===== config.mk =====
export PLATFORM = sky130hd
export DESIGN_NAME = mem_lsu_axi
export DESIGN_NICKNAME = d
export VERILOG_FILES = /design/src/rtl/mem_lsu_axi.sv
export SDC_FILE = /design/constraint.sdc
export NUM_CORES = 1
export LEC_CHECK = 0
export BUFFER_PORTS_ARGS = -buffer_cell sky130_fd_sc_hd__buf_2
export CORE_AREA = 2 2 254 256
export DETAILED_ROUTE_END_ITERATION = 8
export DIE_AREA = 0 0 256 258
export GPL_TIMING_DRIVEN = 0
export MAX_ROUTING_LAYER = met4
export PLACE_DENSITY_LB_ADDON = 0.12
export SETUP_SLACK_MARGIN = 0.3
export SKIP_CTS_REPAIR_TIMING = 1
export SYNTH_ARGS = -nofsm -noshare
export SYNTH_HDL_FRONTEND = slang
export SYNTH_SLANG_ARGS = --single-unit

===== constraint.sdc =====
create_clock -name clk -period 1.81 [get_ports clk]
set_input_delay 0.2715 -clock clk [delete_from_list [all_inputs] [get_ports clk]]
set_output_delay 0.2715 -clock clk [all_outputs]
set_load 0.02 [all_outputs]

===== src/rtl/mem_lsu_axi.sv =====
// MEM-stage load/store unit: one AXI4-Lite read or write per memory instruction,
// load data alignment/extension, EX/MEM hold via mem_en. Optional ALIGN_CHK_EN macro.
module mem_lsu_axi (
    input  logic        clk,
    input  logic        rst,
    input  logic [4:0]  rd_addr_i,
    input  logic [63:0] rd_data_i,
    input  logic        rd_wen_i,
    input  logic        read_ram_i,
    input  logic        write_ram_i,
    input  logic [31:0] inst_i,
    input  logic [63:0] inst_addr_i,
    input  logic [31:0] id_axi_araddr_i,
    input  logic [63:0] op2_i,
    output logic        mem_en,
    output logic [4:0]  rd_addr_o,
    output logic [63:0] rd_data_o,
    output logic        rd_wen_o,
    output logic [31:0] inst_o,
    output logic [63:0] inst_addr_o,
    output logic [31:0] axi_araddr,
    output logic        axi_arvalid,
    input  logic        axi_arready,
    input  logic [63:0] axi_rdata,
    input  logic [1:0]  axi_rresp,
    input  logic        axi_rvalid,
    output logic        axi_rready,
    output logic [31:0] axi_awaddr,
    output logic        axi_awvalid,
    input  logic        axi_awready,
    output logic [63:0] axi_wdata,
    output logic [7:0]  axi_wstrb,
    output logic        axi_wvalid,
    input  logic        axi_wready,
    input  logic [1:0]  axi_bresp,
    input  logic        axi_bvalid,
    output logic        axi_bready,
    output logic        bus_err_o,
    output logic        misalign_o
);
    localparam int unsigned XLEN = 64;
    localparam int unsigned SW   = 8;

    typedef enum logic [2:0] {IDLE, AR, R, W, B, DONE} state_t;

    state_t            state;
    logic              ar_q, r_q, aw_q, w_q, b_q;
    logic              err_q, mis_q, is_load_q;
    logic [XLEN-1:0]   ld_q;

    logic [2:0]        funct3;
    logic [5:0]        sh;
    logic [XLEN-1:0]   rshift;
    logic [XLEN-1:0]   load_ext;
    logic [SW-1:0]     strb_base;
    logic              mem_req;
    logic              busy;
    logic              misaligned;

    assign funct3  = inst_i[14:12];
    assign sh      = {id_axi_araddr_i[2:0], 3'b000};
    assign rshift  = axi_rdata >> sh;
    assign mem_req = read_ram_i | write_ram_i;
    assign busy    = (state == AR) || (state == R) || (state == W) || (state == B);

    // Shift the beat down to the addressed byte, then extend by access width/sign.
    always_comb begin
        load_ext = rshift;
        case (funct3)
            3'b000:  load_ext = {{56{rshift[7]}},  rshift[7:0]};
            3'b001:  load_ext = {{48{rshift[15]}}, rshift[15:0]};
            3'b010:  load_ext = {{32{rshift[31]}}, rshift[31:0]};
            3'b100:  load_ext = {56'd0, rshift[7:0]};
            3'b101:  load_ext = {48'd0, rshift[15:0]};
            3'b110:  load_ext = {32'd0, rshift[31:0]};
            default: load_ext = rshift;
        endcase
    end

    always_comb begin
        strb_base = 8'hFF;
        case (funct3[1:0])
            2'b00:   strb_base = 8'h01;
            2'b01:   strb_base = 8'h03;
            2'b10:   strb_base = 8'h0F;
            default: strb_base = 8'hFF;
        endcase
    end

`ifdef ALIGN_CHK_EN
    always_comb begin
        misaligned = 1'b0;
        case (funct3[1:0])
            2'b01:   misaligned = id_axi_araddr_i[0];
            2'b10:   misaligned = |id_axi_araddr_i[1:0];
            2'b11:   misaligned = |id_axi_araddr_i[2:0];
            default: misaligned = 1'b0;
        endcase
    end
`else
    assign misaligned = 1'b0;
`endif

    always_ff @(posedge clk or negedge rst) begin
        if (!rst) begin
            state     <= IDLE;
            ar_q      <= 1'b0;
            r_q       <= 1'b0;
            aw_q      <= 1'b0;
            w_q       <= 1'b0;
            b_q       <= 1'b0;
            err_q     <= 1'b0;
            mis_q     <= 1'b0;
            is_load_q <= 1'b0;
            ld_q      <= '0;
        end else begin
            err_q <= 1'b0;
            mis_q <= 1'b0;
            case (state)
                IDLE: begin
                    if (mem_req) begin
                        is_load_q <= read_ram_i;
                        if (misaligned) begin
                            mis_q <= 1'b1;
                            state <= DONE;
                        end else if (read_ram_i) begin
                            ar_q  <= 1'b1;
                            state <= AR;
                        end else begin
                            aw_q  <= 1'b1;
                            w_q   <= 1'b1;
                            state <= W;
                        end
                    end
                end
                AR: begin
                    if (axi_arready) begin
                        ar_q  <= 1'b0;
                        r_q   <= 1'b1;
                        state <= R;
                    end
                end
                R: begin
                    if (axi_rvalid) begin
                        r_q   <= 1'b0;
                        ld_q  <= load_ext;
                        err_q <= |axi_rresp;
                        state <= DONE;
                    end
                end
                W: begin
                    // Address and data handshakes complete independently, in any order.
                    if (aw_q && axi_awready) aw_q <= 1'b0;
                    if (w_q && axi_wready)   w_q  <= 1'b0;
                    if ((!aw_q || axi_awready) && (!w_q || axi_wready)) begin
                        b_q   <= 1'b1;
                        state <= B;
                    end
                end
                B: begin
                    if (axi_bvalid) begin
                        b_q   <= 1'b0;
                        err_q <= |axi_bresp;
                        state <= DONE;
                    end
                end
                DONE:    state <= IDLE;
                default: state <= IDLE;
            endcase
        end
    end

    assign axi_arvalid = ar_q;
    assign axi_rready  = r_q;
    assign axi_awvalid = aw_q;
    assign axi_wvalid  = w_q;
    assign axi_bready  = b_q;
    assign axi_araddr  = {id_axi_araddr_i[31:3], 3'b000};
    assign axi_awaddr  = {id_axi_araddr_i[31:3], 3'b000};
    assign axi_wdata   = op2_i << sh;
    assign axi_wstrb   = SW'(strb_base << id_axi_araddr_i[2:0]);
    assign bus_err_o   = err_q;
    assign misalign_o  = mis_q;

    // Hold drops with reset so the EX/MEM register is released during an abort.
    assign mem_en = rst & (busy | ((state == IDLE) & mem_req));

    assign rd_addr_o   = rd_addr_i;
    assign inst_o      = inst_i;
    assign inst_addr_o = inst_addr_i;
    assign rd_data_o   = (state == DONE && is_load_q) ? ld_q : rd_data_i;

    // Write-back only for plain ops in IDLE and for clean loads in DONE.
    always_comb begin
        rd_wen_o = 1'b0;
        if (state == IDLE)
            rd_wen_o = rd_wen_i & ~mem_req;
        else if (state == DONE)
            rd_wen_o = rd_wen_i & is_load_q & ~err_q & ~mis_q;
    end
endmodule


==> out/metrics.cfg <==
[worst_setup_path]
crit_chain = buf_8 > clkinv_8 > nand4_1 > buf_6 > clkbuf_16 > buf_6 > mux2_4 > buf_6
reg2reg_to = ld_q[19]
reg2reg_setup_slack_ns = 0
crit_top_cell = buf_6
reg2reg_from = state[1]
arrival_ns = 1.97
cp.required_ns = 1.54
slowest_delay_ns = 0.38
crit_path_top_delay_cell = dfrtp_1
crit_path_start_kind = flip-flop
critPathCaptureType = output port
crit_buf_inv = 6
path_delay_family = buffers and inverters
worstPathMaxFanout = 5
critPathKind = flip-flop to output port
worstRegToRegCells = 10

[grt]
grt_pass1_wl_um = 80880
grt_pass1_vias = 10600
grt_overflow = 0
antenna_found_initial = 24
grt_max_degree = 57
grt.total_usage = 0.1775

[sta]
min_period_ns = 2.244
setup_slack_ns = -0.4343
finalSetupTns_ns = -29.64
timing.final.hold_violations = 0
fin_skew_ns = 0.006899
slew_violations = 0
tightest_slew_ns = 0.9205
setup_viol = 150
rsz0062_at_grt = yes
whs_ns = 0.1756
fmax_ghz = 0.4456
relSlewSlack = 0.3843
post-route-period-util = 1.240

[synthesis]
synth_area_leader_cell = dfrtp_1
synth_top_area_share = 0.2116
ys_warn_count = 0
ys_seq_area_frac = 0.2116
synth-seq-cells = 74
synth_cell_types = 53
syn-instance-count = 1058
synth_commonest_cells = 168 x buf_4, 124 x nor2_1, 106 x mux2i_1
synth_edf_count = 0
syn_area_sq_mm = 0.008751
synth_area_leaders = dfrtp_1 21%, buf_4 14%, mux2i_1 12%
yosysMostFrequentCell = buf_4
avgSynthCellArea_sq_um = 8.271
async_flop_share = 1.000
dominantRegCellSynth = dfrtp_1

[status]
status = complete, but fails checks
violations = negative setup slack

[floorplan]
start_util = 0.1375
ios = 649
core-area_sq_mm = 0.06365
die_area_sq_mm = 0.06605
die_y_um = 258
die_w_um = 256
rows = 93

[detailed_routing]
vias = 10920
vias_per_cell = 4.176
drt-pass1-iter-count = 5
totalWireLength_um = 65030
antenna_left = 0
drt_iter0_markers = 470
post_drt_wl_per_cell_um = 24.87
drc = 0

[clocking]
htreeDepth = 3
clockBufferDepth = 2
worstSkewPairLatency_ns = 0.36
clock_sinks = 74
ctsRootBufferMaster = clkbuf_16
clk_pin_slew_worst_paths_ns = 0.06
cts_tree = done
cts_inserted_buffers = 9

[hold_path]
hold_depth = 3
whs_endpoint = bus_err_o
hold_class = input port to flip-flop
min_from = axi_rresp[0]

[cells_and_area]
fillers = 6858
area_delta_synth_final_pct = 107.3
multiInputGateArea_sq_mm = 0.007174
seq_area_sq_mm = 0.001853
finalNetCount = 2082
drive_gt1_frac = 0.7305

[power]
leakagePower_nw = 8.326
vdd_drop_max_v = 0.0004271
power_density_mw_per_mm2 = 720.8

[flow_run]
maxCapViolations = 0

[placement]
place.port_buffers = 511
dpl.hpwl_um = 50160
gp_congestion = 0.8449

where the power goes:
group          total [W]  internal [W]  switching, W
logic            0.00810       0.00401       0.00409
registers        0.00321       0.00251      0.000704
clock network    0.00176       0.00104      0.000725
total             0.0131       0.00756       0.00552
per-stage QoR:
| step | std cells | instance area [sq um] | worst slack, ns | utilization | power, W |
|---|---|---|---|---|---|
| floorplan | 1064 | 10210 | -0.08472 | - | 0.007084 |
| global placement | 2430 | 13840 | -1.330 | 0.2174 | 0.009369 |
| detailed placement | 2432 | 13880 | -1.058 | 0.2181 | 0.009394 |
| CTS | 2448 | 14160 | -1.085 | 0.2225 | 0.01122 |
| global route | 2615 | 18140 | -0.4938 | 0.2850 | 0.01386 |
| finish | 2615 | 18140 | -0.4343 | 0.2850 | 0.01308 |
worst min-delay path, stage by stage:
cell and delay (ns):
buf_2 0.08, o21ai_1 0.07, o21ai_0 0.07
cell families after synthesis:
kind of cell    after synthesis  share of synthesized area
compound gates              238                     0.1727
other cells                   1                  0.0004285
flops                        74                     0.2116
mux                         219                     0.2902
simple gates                265                     0.1304
buf+inv                     261                     0.1946
final cells by class:
cell class              count  share of cell area
multi-input cells         729              0.3955
repair buffers            670              0.2772
plain buffers             250              0.1459
flip-flops and latches     74              0.1021
well taps                 855             0.05897
clock buffers              14             0.01510
inverters                   9            0.002966
diodes                     12            0.001655
clock inverters             2           0.0005518
routing by layer:
metal  global-route usage  vias to the layer above  share of wire
met5                    -                        -              0
met4              0.06449                        0          0.026
met3              0.02130                       80          0.044
met2               0.3198                      500           0.53
met1               0.2014                     5329           0.39
li1                     -                     5011              -
layout by cell type, fill, tap and decap left out, drive strengths merged, types with 8 or more instances in the layout:
cell type    n
a211oi      20
a21oi       50
a31oi       46
and2        15
buf        884
clkbuf      48
dfrtp       74
diode       12
mux2        95
mux2i      106
mux4        18
nand2       88
nor2       124
nor2b       15
o211ai       8
o21ai       53
o22a        11
o22ai       20
worst max path at each step:
stage                             from            to  depth (start not counted)
finish                        state[1]  rd_data_o[3]                          8
global placement            inst_i[12]      ld_q[56]                          6
global route                  state[1]  rd_data_o[3]                          8
CTS                           state[0]      ld_q[18]                          5
detailed placement            state[0]      ld_q[20]                          5
floorplan           id_axi_araddr_i[0]      ld_q[32]                          9
sequential cells by signal (all words and copies together), names as in the netlist:
register,count
axi_arvalid,1
axi_awvalid,1
is_load_q,1
bus_err_o,1
state,3
ld_q,64
axi_rready,1
axi_wvalid,1
axi_bready,1
Power figures use the tool's default switching activity.
